<file path="src/rtl/cpu_datapath_if.sv">
// ============================================================================
// Module      : cpu_datapath_if
// Description : Control-strobe / observation bundle for the single-bus datapath.
// Revision    : 1.0  initial release
// ============================================================================
`default_nettype none

interface cpu_datapath_if;
  logic [31:0] Mdatain;
  logic        Read;
  logic        MDRin, R1in, R2in, R3in, IRin, Yin, HIin;
  logic        PCout, MDRout, R2out, R3out, Zlowout, ZHighout;
  logic        AND;
  logic [31:0] BusMuxOut;
  logic [31:0] R1_q, R2_q, R3_q, IR_q, HI_q;

  modport master (
    output Mdatain, Read,
    output MDRin, R1in, R2in, R3in, IRin, Yin, HIin,
    output PCout, MDRout, R2out, R3out, Zlowout, ZHighout,
    output AND,
    input  BusMuxOut, R1_q, R2_q, R3_q, IR_q, HI_q
  );

  modport slave (
    input  Mdatain, Read,
    input  MDRin, R1in, R2in, R3in, IRin, Yin, HIin,
    input  PCout, MDRout, R2out, R3out, Zlowout, ZHighout,
    input  AND,
    output BusMuxOut, R1_q, R2_q, R3_q, IR_q, HI_q
  );
endinterface

`default_nettype wire

</file>
<file path="src/rtl/cpu_datapath.sv">
// ============================================================================
// Module      : cpu_datapath
// Description : Single-bus 32-bit datapath (R1-R3, PC, IR, MDR, Y, Z, HI, ALU).
//               Define DATAPATH_MUL_EN to build the signed 32x32->64 multiply.
// Revision    : 1.0  initial release
// ============================================================================
`default_nettype none

module cpu_datapath (
  input  wire             clock,
  input  wire             clear,
  cpu_datapath_if.slave   dp
);

  localparam logic [3:0] c_op_and = 4'h0;
  localparam logic [3:0] c_op_or  = 4'h1;
  localparam logic [3:0] c_op_add = 4'h2;
  localparam logic [3:0] c_op_sub = 4'h3;
  localparam logic [3:0] c_op_mul = 4'h4;
  localparam logic [3:0] c_op_shr = 4'h5;
  localparam logic [3:0] c_op_shl = 4'h6;
  localparam logic [3:0] c_op_sra = 4'h7;

  logic [31:0] pc_q, mdr_q, r1_q, r2_q, r3_q, ir_q, y_q, hi_q;
  logic [63:0] z_q;
  logic [31:0] w_bus;
  logic [63:0] w_alu;
  logic [4:0]  w_shamt;

  // Fixed-priority source select; an idle bus reads as zero.
  always_comb begin
    w_bus = '0;
    if (dp.PCout)         w_bus = pc_q;
    else if (dp.MDRout)   w_bus = mdr_q;
    else if (dp.R2out)    w_bus = r2_q;
    else if (dp.R3out)    w_bus = r3_q;
    else if (dp.Zlowout)  w_bus = z_q[31:0];
    else if (dp.ZHighout) w_bus = z_q[63:32];
  end

  assign w_shamt = w_bus[4:0];

`ifdef DATAPATH_MUL_EN
  logic [63:0] w_mul;
  assign w_mul = 64'($signed({{32{y_q[31]}}, y_q}) * $signed({{32{w_bus[31]}}, w_bus}));
`endif

  always_comb begin
    w_alu = {32'b0, y_q & w_bus};
    case (ir_q[3:0])
      c_op_and: w_alu = {32'b0, y_q & w_bus};
      c_op_or:  w_alu = {32'b0, y_q | w_bus};
      c_op_add: w_alu = {32'b0, y_q + w_bus};
      c_op_sub: w_alu = {32'b0, y_q - w_bus};
`ifdef DATAPATH_MUL_EN
      c_op_mul: w_alu = w_mul;
`else
      c_op_mul: w_alu = {32'b0, y_q & w_bus};
`endif
      c_op_shr: w_alu = {32'b0, y_q >> w_shamt};
      c_op_shl: w_alu = {32'b0, y_q << w_shamt};
      c_op_sra: w_alu = {32'b0, 32'($signed(y_q) >>> w_shamt)};
      default:  w_alu = {32'b0, y_q & w_bus};
    endcase
  end

  // PC has no load path: it is only ever cleared and then holds.
  always_ff @(posedge clock) begin
    if (clear) begin
      pc_q  <= '0;
      mdr_q <= '0;
      r1_q  <= '0;
      r2_q  <= '0;
      r3_q  <= '0;
      ir_q  <= '0;
      y_q   <= '0;
      hi_q  <= '0;
      z_q   <= '0;
    end else begin
      if (dp.MDRin) mdr_q <= dp.Read ? dp.Mdatain : w_bus;
      if (dp.R1in)  r1_q  <= w_bus;
      if (dp.R2in)  r2_q  <= w_bus;
      if (dp.R3in)  r3_q  <= w_bus;
      if (dp.IRin)  ir_q  <= w_bus;
      if (dp.Yin)   y_q   <= w_bus;
      if (dp.HIin)  hi_q  <= w_bus;
      if (dp.AND)   z_q   <= w_alu;
    end
  end

  assign dp.BusMuxOut = w_bus;
  assign dp.R1_q      = r1_q;
  assign dp.R2_q      = r2_q;
  assign dp.R3_q      = r3_q;
  assign dp.IR_q      = ir_q;
  assign dp.HI_q      = hi_q;

endmodule

`default_nettype wire

</file>
<file path="src/flat_wrapper.sv">
// flat-port wrapper written by rule: the top's interface ports become plain ports
module cpu_datapath_flat 
  (clock, clear, dp_Mdatain, dp_Read, dp_MDRin, dp_R1in, dp_R2in, dp_R3in, dp_IRin, dp_Yin, dp_HIin, dp_PCout, dp_MDRout, dp_R2out, dp_R3out, dp_Zlowout, dp_ZHighout, dp_AND, dp_BusMuxOut, dp_R1_q, dp_R2_q, dp_R3_q, dp_IR_q, dp_HI_q);
  cpu_datapath_if dp_i ();
  input  wire clock;
  input  wire clear;
  input wire logic [$bits(dp_i.Mdatain)-1:0] dp_Mdatain;
  input wire logic [$bits(dp_i.Read)-1:0] dp_Read;
  input wire logic [$bits(dp_i.MDRin)-1:0] dp_MDRin;
  input wire logic [$bits(dp_i.R1in)-1:0] dp_R1in;
  input wire logic [$bits(dp_i.R2in)-1:0] dp_R2in;
  input wire logic [$bits(dp_i.R3in)-1:0] dp_R3in;
  input wire logic [$bits(dp_i.IRin)-1:0] dp_IRin;
  input wire logic [$bits(dp_i.Yin)-1:0] dp_Yin;
  input wire logic [$bits(dp_i.HIin)-1:0] dp_HIin;
  input wire logic [$bits(dp_i.PCout)-1:0] dp_PCout;
  input wire logic [$bits(dp_i.MDRout)-1:0] dp_MDRout;
  input wire logic [$bits(dp_i.R2out)-1:0] dp_R2out;
  input wire logic [$bits(dp_i.R3out)-1:0] dp_R3out;
  input wire logic [$bits(dp_i.Zlowout)-1:0] dp_Zlowout;
  input wire logic [$bits(dp_i.ZHighout)-1:0] dp_ZHighout;
  input wire logic [$bits(dp_i.AND)-1:0] dp_AND;
  output wire logic [$bits(dp_i.BusMuxOut)-1:0] dp_BusMuxOut;
  output wire logic [$bits(dp_i.R1_q)-1:0] dp_R1_q;
  output wire logic [$bits(dp_i.R2_q)-1:0] dp_R2_q;
  output wire logic [$bits(dp_i.R3_q)-1:0] dp_R3_q;
  output wire logic [$bits(dp_i.IR_q)-1:0] dp_IR_q;
  output wire logic [$bits(dp_i.HI_q)-1:0] dp_HI_q;
  assign dp_i.Mdatain = dp_Mdatain;
  assign dp_i.Read = dp_Read;
  assign dp_i.MDRin = dp_MDRin;
  assign dp_i.R1in = dp_R1in;
  assign dp_i.R2in = dp_R2in;
  assign dp_i.R3in = dp_R3in;
  assign dp_i.IRin = dp_IRin;
  assign dp_i.Yin = dp_Yin;
  assign dp_i.HIin = dp_HIin;
  assign dp_i.PCout = dp_PCout;
  assign dp_i.MDRout = dp_MDRout;
  assign dp_i.R2out = dp_R2out;
  assign dp_i.R3out = dp_R3out;
  assign dp_i.Zlowout = dp_Zlowout;
  assign dp_i.ZHighout = dp_ZHighout;
  assign dp_i.AND = dp_AND;
  assign dp_BusMuxOut = dp_i.BusMuxOut;
  assign dp_R1_q = dp_i.R1_q;
  assign dp_R2_q = dp_i.R2_q;
  assign dp_R3_q = dp_i.R3_q;
  assign dp_IR_q = dp_i.IR_q;
  assign dp_HI_q = dp_i.HI_q;
  cpu_datapath u_core (.clock(clock), .clear(clear), .dp(dp_i));
endmodule
</file>
<file path="config.mk">
export PLATFORM = sky130hd
export DESIGN_NAME = cpu_datapath_flat
export DESIGN_NICKNAME = d
export VERILOG_FILES = /design/src/rtl/cpu_datapath_if.sv /design/src/rtl/cpu_datapath.sv /design/src/flat_wrapper.sv
export SDC_FILE = /design/constraint.sdc
export NUM_CORES = 1
export LEC_CHECK = 0
export CORE_MARGIN = 1
export CORE_UTILIZATION = 46
export CTS_BUF_LIST = sky130_fd_sc_hd__clkbuf_2
export CTS_CLUSTER_DIAMETER = 100
export DETAILED_ROUTE_END_ITERATION = 6
export PLACE_DENSITY = 0.69
export SLEW_MARGIN = 20
export SYNTH_ARGS = -nofsm -noshare
export SYNTH_HDL_FRONTEND = slang
export SYNTH_SLANG_ARGS = --single-unit
</file>
<file path="constraint.sdc">
create_clock -name clock -period 11.65 [get_ports clock]
set_clock_uncertainty 0.15 [all_clocks]
set_input_delay 2.33 -clock clock [delete_from_list [all_inputs] [get_ports clock]]
set_output_delay 2.33 -clock clock [all_outputs]
set_load 0.05 [all_outputs]
</file>
# Word-level counts from Yosys, hierarchy flattened
# Cells that the tools add are included.
[op_classes]
eq_ne = 6
shift = 3
bitwise = 2
add_sub_neg = 2
muxes = 8
[op_table]
columns = ["op", "n"]
rows = [
  ["32-bit 2-to-1 mux", 7],
  ["32-bit case mux with 6 select lines", 1],
  ["32-bit adder", 1],
  ["32-bit bitwise AND", 1],
  ["32-bit bitwise OR", 1],
  ["32-bit by 5-bit << shifter with 32-bit output", 1],
  ["32-bit by 5-bit right shift with 32-bit output", 1],
  ["32-bit by 5-bit >>> shifter with 32-bit output", 1],
  ["32-bit subtractor", 1],
  ["4-bit by 3-bit equality test with 1-bit output, second input constant", 3],
  ["4-bit by 2-bit equality test with 1-bit output, second input constant", 2],
  ["4-bit by 1-bit equality test with 1-bit output, second input constant", 1],
]
[word_totals]
elab_cells = 29
out_inout_bits = 192
ff_bits = 288

# Depth between registers and ports, before layout
# Gate-level depths: netlist of the first run.
[depth]
ltp_word = 8
ltp_mapped = 26

# Worst setup path after synthesis of the first run
# Ideal clock, no wire load.
[synth_timing]
path_kind = "input-to-reg"
startpoint = "in dp_R2out"
endpoint = "reg u_core.z_q[27]"
arrival_ns = 7.281
cell_stages = 25
n_path_buf = 5
slack_ns = 4.104
cell_sequence = "buf_6 > nor2_1 > buf_2 > o211ai_1 > nand2_2 > buf_2 > buf_2 > buf_1 > ha_1 > nand4b_1 > nand2b_1 > o21a_1 > nor2_1 > xor2_1 > ha_1 > nand2_1 > and2b_1 > a221o_1 > o21bai_1 > o211ai_1 > o31ai_1 > o21ai_1 > xnor2_1 > o211a_1 > a2111oi_0"
[synth_via]
elab_chain_len = 5
[synth_lines]
columns = ["element", "line_no", "text"]
rows = [
  ["start, declared", "flat_wrapper.sv:18", "input wire logic [$bits(dp_i.R2out)-1:0] dp_R2out;"],
  ["32-bit 2-to-1 mux *", "cpu_datapath.sv:35", "else if (dp.R2out) w_bus = r2_q;"],
  ["32-bit 2-to-1 mux *", "cpu_datapath.sv:34", "else if (dp.MDRout) w_bus = mdr_q;"],
  ["32-bit 2-to-1 mux *", "cpu_datapath.sv:33", "if (dp.PCout) w_bus = pc_q;"],
  ["32-bit subtractor, or another cell as far along", "cpu_datapath.sv:54", "c_op_sub: w_alu = {32'b0, y_q - w_bus};"],
  ["32-bit case mux with 6 select lines *", "cpu_datapath.sv:50", "case (ir_q[3:0])"],
  ["end signal, assigned", "cpu_datapath.sv:87", "if (dp.AND) z_q <= w_alu;"],
  ["end, declared", "cpu_datapath.sv:25", "logic [63:0] z_q;"],
]
# Mark *: on every way between the ends. The rest lies on a longest branch, timed or not.
# A chain may end at the register's enable or synchronous reset.

# Worst setup path after layout of the first run
[layout_timing]
startpoint = "in dp_MDRout"
endpoint = "out dp_BusMuxOut[2]"
[layout_via]
elab_chain_len = 2
[layout_lines]
columns = ["element", "line_no", "text"]
rows = [
  ["start, declared", "flat_wrapper.sv:17", "input wire logic [$bits(dp_i.MDRout)-1:0] dp_MDRout;"],
  ["32-bit 2-to-1 mux", "cpu_datapath.sv:34", ""],
  ["32-bit 2-to-1 mux", "cpu_datapath.sv:33", ""],
  ["end, declared", "flat_wrapper.sv:23", "output wire logic [$bits(dp_i.BusMuxOut)-1:0] dp_BusMuxOut;"],
]
# Every way passes these cells.

==> results of run 1 <==
state kept, by name, indices dropped and copies added (netlist names):
signal	cells
u_core.dp.R3_q	32
u_core.z_q	32
u_core.dp.IR_q	32
u_core.dp.R1_q	32
u_core.dp.R2_q	32
u_core.mdr_q	32
u_core.dp.HI_q	32
u_core.y_q	32
critical path, delay by kind of cell:
family | cells | cell delay [ns]
buffers and inverters | 7 | 2.68
and+or+nand+nor | 3 | 1.11
layer usage:
layer  track usage (%)  vias to the layer above
met2              57.2                      982
met4              18.7                        2
li1                  -                     8623
met5                 0                        -
met3              10.1                      186
met1              48.2                     9035
final cells by class:
class                           count  area (sq um)  share of cell area [%]
Timing Repair Buffer              285          2730                    13.1
Antenna cell                        2          5.00                  0.0241
Multi-Input combinational cell   1798         11500                    55.6
Clock buffer                       95           475                    2.29
Sequential cell                   256          5120                    24.7
Inverter                           46           173                   0.831
Tap cell                          511           639                    3.08
Clock inverter                     15          87.6                   0.422
kinds of logic (layout without fill, tap and decap cells):
| group | after synthesis | in the layout |
|---|---|---|
| buffers and inverters | 266 | 441 |
| and+or+nand+nor | 747 | 747 |
| muxes | 301 | 301 |
| AOI/OAI and AO/OA | 656 | 656 |
| DFF | 256 | 256 |
| xor gates and xnor gates | 58 | 58 |
| other | 0 | 2 |
| adders and majority gates | 36 | 36 |
Yosys cell counts (6+ instances only):
master and n:
nor2_1 342, mux2i_1 275, dfxtp_1 256, a21oi_1 199, nand2_1 184, o21ai_0 146, clkbuf_1 123, nand3_1 82
a211oi_1 49, buf_1 49, o211ai_1 49, inv_1 41, buf_2 37, xnor2_1 37, ha_1 35, a31oi_1 26
mux2_2 26, nor3_1 21, xor2_1 21, and3_1 18, a21o_1 16, a32o_1 16, a221oi_1 15, o21ai_1 15
and2_1 13, nor2b_1 13, o21a_1 13, or3_1 13, nand2b_1 12, nand3b_1 11, o31ai_1 9, o2111ai_1 8
a221o_1 7, a311oi_1 7, nor4_1 7, a2111oi_0 6, a22o_1 6, a22oi_1 6, buf_6 6, nand4_1 6
how the worst max path moves through the flow:
stage,endpoint,cells past startpoint,startpoint,slack (ns)
3_3_place_gp,u_core.z_q[31],22,dp_MDRout,2.36
3_5_place_dp,u_core.z_q[27],22,dp_MDRout,2.29
5_1_grt,u_core.z_q[27],22,dp_MDRout,2.68
6_report,dp_BusMuxOut[2],10,dp_MDRout,3.03
4_1_cts,dp_BusMuxOut[2],10,dp_MDRout,3.05
2_1_floorplan,u_core.z_q[27],25,dp_R2out,4.10
where the power goes:
part           leakage, uW  total (uW)  switching, uW  internal, uW
logic              0.00589         666            442           224
clock network     0.000434         623            386           238
registers          0.00208         945           36.5           908
total              0.00841        2230            864          1370
cells in the final DEF (no fill, tap or decap), types with 8 or more instances in the layout:
| master | count |
|---|---|
| buf_2 | 10 |
| o21ai_1 | 15 |
| xnor2_1 | 37 |
| mux2i_1 | 275 |
| a32o_1 | 16 |
| nand3b_1 | 11 |
| mux2_2 | 26 |
| o31ai_1 | 9 |
| a21oi_1 | 199 |
| nor2b_1 | 13 |
| dfxtp_1 | 256 |
| a221oi_1 | 15 |
| o21ai_0 | 146 |
| clkbuf_2 | 95 |
| or3_1 | 13 |
| nand2b_1 | 12 |
| buf_4 | 44 |
| clkdlybuf4s50_1 | 228 |
| o211ai_1 | 49 |
| o21a_1 | 13 |
| inv_1 | 39 |
| xor2_1 | 21 |
| clkinv_1 | 13 |
| a211oi_1 | 49 |
| ha_1 | 35 |
| and3_1 | 18 |
| o2111ai_1 | 8 |
| nor3_1 | 20 |
| a21o_1 | 16 |
| and2_1 | 13 |
| nand2_1 | 184 |
| a31oi_1 | 26 |
| nor2_1 | 340 |
| nand3_1 | 82 |
through the flow:
stage	hold slack [ns]	utilization, %	total power, uW
floorplan	0.291	-	1410
global placement	0.323	53.3	1600
detailed placement	0.317	53.3	1610
CTS	0.339	54.7	2230
global route	0.359	54.9	2340
finish	0.339	54.9	2230
==> flow_metrics.env, run 1 <==
export IMPL_rrSetupSlack_ns=5.43
export IMPL_ir_worst_vdd_v=0.0000969
export IMPL_post_drt_wl_per_cell_um=24.9
export IMPL_min_to="u_core.mdr_q[30]"
export IMPL_start_util_pct=46.9
export IMPL_cts_hold_buffers_added=0
export IMPL_fin_crit_sh_pct=74.0
export IMPL_synth_area_sq_mm=0.0177
export IMPL_netlist_area_leader_share_pct=28.9
export IMPL_yosysSeqAreaShare_pct=28.9
export IMPL_numPortBuffers=239
export IMPL_fp_dieH_um=198
export IMPL_cap_viol_max_count=0
export IMPL_synthTopCellsByArea="dfxtp_1 29%, mux2i_1 16%, nor2_1 7.2%"
export IMPL_wl_met3_mm=7.65
export IMPL_hold_start="u_core.mdr_q[30]"
export IMPL_synth_compound_area_share_pct=23.7
export IMPL_clk_path_buf_depth=3
export IMPL_wl_met1_mm=31.3
export IMPL_gp_congestion=1.04
export IMPL_synthFlopType="dfxtp_1"
export IMPL_post_synth_top_area_cell="dfxtp_1"
export IMPL_cts_buffers=68
export IMPL_area_growth_syn_to_layout_pct=17.1
export IMPL_dieWidth_um=198
export IMPL_die_area_sq_mm=0.0394
export IMPL_path_cells="clkdlybuf4s50_1 -> buf_4 -> nor2_1 -> nand3_1 -> buf_4 -> nand2_2 -> buf_4 -> inv_2 -> buf_4 -> clkdlybuf4s50_1"
export IMPL_reg2regPathDepth=21
export IMPL_synth_top_family_by_area="compound AO/OA/AOI/OAI gates"
export IMPL_final_nets=2540
export IMPL_dp_hpwl_mm=52.6
export IMPL_relSlewSlack_pct=20.6
export IMPL_ys_seq_elements=256
export IMPL_antenna_found_initial=3
export IMPL_cts_root_buf="clkbuf_2"
export IMPL_p_leak_uw=0.00841
export IMPL_grt_max_degree=103
export IMPL_syn_inst=2320
export IMPL_antenna_left=0
export IMPL_grt_pass1_wl_mm=112
export IMPL_path_max_fanout=43
export IMPL_fmax_mhz=116
export IMPL_yosys_area_share_simple_pct=18.5
export IMPL_cp_start_kind="primary input"
export IMPL_top_layer="met5"
export IMPL_tightest_slew_ns=1.19
export IMPL_syn_nets=2405
export IMPL_crit_path_top_delay_cell="nor2_1"
export IMPL_io_pins=241
export IMPL_fin_setup_tns_ns=0
export IMPL_synth_cell_types=83
export IMPL_status="complete, no violations"
export IMPL_drv_slew=0
export IMPL_cts_clk_slew_worst_paths_ns=0.09
export IMPL_synth_area_mux_share_pct=17.2
export IMPL_clock_sinks=256
export IMPL_hold_depth=2
export IMPL_dr_pass1_iters=5
export IMPL_placed_area_sq_mm=0.0202
export IMPL_worstPathArrival_ns=6.14
export IMPL_fillers=3686
export IMPL_clk_latency_ns=0.90
export IMPL_wl_met2_mm=32.5
export IMPL_yosysWarnings=0
export IMPL_layout_drive_gt1_share_pct=8.50
export IMPL_postCtsSetupBuffers=0
export IMPL_synthXorXnorAreaFrac_pct=2.86
export IMPL_grt_pass1_vias=18162
export IMPL_max_stage_delay_ns=0.86
export IMPL_finalInstanceArea_sq_mm=0.0208
export IMPL_grt_usage_pct=37.4
export IMPL_core_sq_mm=0.0378
export IMPL_cts_resized=0
export IMPL_fp_row_count=71
export IMPL_setup_viol=0
export IMPL_place_ws_ns=2.29
export IMPL_grt_setup_unrepaired="no"
export IMPL_place_inst=2894
export IMPL_r2r_end="u_core.z_q[27]"
export IMPL_grt_overflow=0
export IMPL_setup_ws_ns=3.03
export IMPL_via_per_inst=6.26
export IMPL_crit_type="primary input to output pin"
export IMPL_finalHoldViolCount=0
export IMPL_vias=18828
export IMPL_wl_mm=74.8
export IMPL_synth_edf_count=0
export IMPL_r2r_start="u_core.z_q[3]"
export IMPL_drc=0
export IMPL_fin_cells=3008
export IMPL_powerDensity_mw_per_mm2=108
export IMPL_cp_required_ns=9.17
export IMPL_cpMostUsedCell="buf_4"
export IMPL_min_period_ns=8.62
export IMPL_hold_class="flip-flop to flip-flop"
export IMPL_synth_async_reset_ratio_pct=0
export IMPL_synthAdderAreaFrac_pct=2.58
export IMPL_drt_iter0_drc=1877
export IMPL_endpoint_kind="output pin"
export IMPL_avgSynthCellArea_sq_um=7.65
export IMPL_htreeDepth=3
export IMPL_cts_tree="done"
Power figures use the tool's default switching activity.
==> run 2: changes to the inputs <==
==> constraint.sdc (replaced) <==
create_clock -name clock -period 8.1 [get_ports clock]
set_clock_uncertainty 0.15 [all_clocks]
set_input_delay 1.62 -clock clock [delete_from_list [all_inputs] [get_ports clock]]
set_output_delay 1.62 -clock clock [all_outputs]
set_load 0.05 [all_outputs]
==> flow_metrics.env, run 2 (same netlist as run 1, synthesis figures left out) <==
export IMPL_clk_path_buf_depth=3
export IMPL_cts_resized=0
export IMPL_layout_drive_gt1_share_pct=9.78
export IMPL_grt_setup_unrepaired="no"
export IMPL_place_inst=2924
export IMPL_layout_commonest_cell="nor2_1"
export IMPL_grt_usage_pct=37.9
export IMPL_post_drt_wl_per_cell_um=25.0
export IMPL_seq_area_sq_mm=0.00512
export IMPL_hold_depth=2
export IMPL_crit_type="primary input to flip-flop"
export IMPL_final_nets=2568
export IMPL_cts_buffers=68
export IMPL_drc=0
export IMPL_wl_mm=75.8
export IMPL_multi_input_area_sq_mm=0.0115
export IMPL_min_to="u_core.mdr_q[21]"
export IMPL_clk_latency_ns=0.88
export IMPL_place_ws_ns=0.599
export IMPL_dieWidth_um=198
export IMPL_p_leak_uw=0.00856
export IMPL_r2r_start="u_core.dp.IR_q[1]"
export IMPL_worstPathArrival_ns=7.26
export IMPL_met3_usage_pct=8.82
export IMPL_reg2regPathDepth=19
export IMPL_top_usage_layer="met2"
export IMPL_io_pins=241
export IMPL_vias=18969
export IMPL_cts_root_buf="clkbuf_2"
export IMPL_finalHoldViolCount=0
export IMPL_dr_pass1_iters=5
export IMPL_cts_clk_slew_worst_paths_ns=0.09
export IMPL_fillers=3644
export IMPL_cp_start_kind="primary input"
export IMPL_core_sq_mm=0.0378
export IMPL_cp_required_ns=8.67
export IMPL_antenna_found_initial=2
export IMPL_endpoint_kind="flip-flop"
export IMPL_setup_ws_ns=1.40
export IMPL_fp_row_count=71
export IMPL_fin_setup_tns_ns=0
export IMPL_drt_iter0_drc=1976
export IMPL_cts_hold_buffers_added=0
export IMPL_grt_pass1_vias=18155
export IMPL_cap_viol_max_count=0
export IMPL_powerDensity_mw_per_mm2=154
export IMPL_dp_hpwl_mm=54.4
export IMPL_grt_overflow=0
export IMPL_fin_crit_sh_pct=82.7
export IMPL_drv_slew=0
export IMPL_start_util_pct=46.9
export IMPL_ir_worst_vdd_v=0.000118
export IMPL_antenna_left=0
export IMPL_power_uw=3210
export IMPL_grt_max_degree=197
export IMPL_use_met2_pct=57.8
export IMPL_fmax_mhz=149
export IMPL_rrSetupSlack_ns=2.23
export IMPL_fp_dieH_um=198
export IMPL_area_growth_syn_to_layout_pct=18.0
export IMPL_use_met1_pct=49.7
export IMPL_gp_congestion=1.02
export IMPL_relSlewSlack_pct=22.1
export IMPL_path_max_fanout=12
export IMPL_die_area_sq_mm=0.0394
export IMPL_htreeDepth=3
export IMPL_fin_cells=3029
export IMPL_min_period_ns=6.70
export IMPL_numPortBuffers=239
export IMPL_cts_tree="done"
export IMPL_setup_viol=0
export IMPL_grt_pass1_wl_mm=113
export IMPL_r2r_end="u_core.z_q[27]"
export IMPL_final_cell_mix="340 x nor2_1, 275 x mux2i_1, 256 x dfxtp_1"
export IMPL_via_per_inst=6.26
export IMPL_status="complete, no violations"
export IMPL_clock_sinks=256
export IMPL_hold_class="flip-flop to flip-flop"
export IMPL_tightest_slew_ns=1.17
export IMPL_hold_start="u_core.mdr_q[21]"
export IMPL_postCtsSetupBuffers=0
## run 2: cell count changes in the layout (fill, tap and decap cells not counted), moves of 2 or more
cell	delta
buf_12	+2
buf_16	-2
buf_4	+34
clkdlybuf4s50_1	-5
clkinv_1	-9
## run 2: how the worst max path moves through the flow
stage | startpoint | end | slack (ns) | cells after the start
after floorplan | dp_R2out | u_core.z_q[27] | 1.26 | 25
after global placement | dp_MDRout | u_core.z_q[31] | 0.70 | 20
after detailed placement | dp_MDRout | u_core.z_q[27] | 0.60 | 20
after CTS | dp_MDRout | u_core.z_q[27] | 1.49 | 20
after global routing | dp_MDRout | u_core.z_q[27] | 1.01 | 20
final | dp_MDRout | u_core.z_q[27] | 1.40 | 20
## run 2: worst max-delay path, stage by stage
cell and delay [ns]:
clkdlybuf4s50_1 0.62, or2_1 0.42, a21oi_1 0.09, a32o_1 0.26
nor4_1 0.45, nand4_1 0.30, or4_4 0.53, o21ai_1 0.33
xor2_1 0.19, ha_1 0.31, nand3_1 0.10, nor2_1 0.04
a221o_1 0.35, o21bai_1 0.13, o211ai_1 0.18, o31ai_1 0.39
o21ai_1 0.22, xnor2_1 0.17, o211a_1 0.20, a2111oi_0 0.35
## run 2: final cells by class
class	instances	area share (%)
multi-input combinational	1798	55.1
timing repair buffer	313	13.9
clock buffer	94	2.25
inverter	46	0.825
antenna	2	0.0239
sequential	256	24.5
clock inverter	9	0.317
tap	511	3.05
## run 2: metal layers
metal / up-vias / routed length [um]
met3: 181 / 7480
li1: 8689 / -
met5: - / 0
met4: 0 / 3750
met2: 1025 / 32900
met1: 9074 / 31600
## run 2: report_power, final
part           switching, uW  leakage [uW]  internal, uW
sequential              53.9       0.00208          1310
clock                    547      0.000426           336
combinational            639       0.00605           333
total                   1240       0.00856          1980
## run 2: metrics by stage
step	cell area [sq um]	utilization [%]	hold slack, ns
6_report	20900	55.3	0.343
5_1_grt	20900	55.3	0.365
4_1_cts	20900	55.3	0.345
3_5_place_dp	20400	53.9	0.324
3_3_place_gp	20400	53.9	0.323
2_1_floorplan	17700	-	0.291
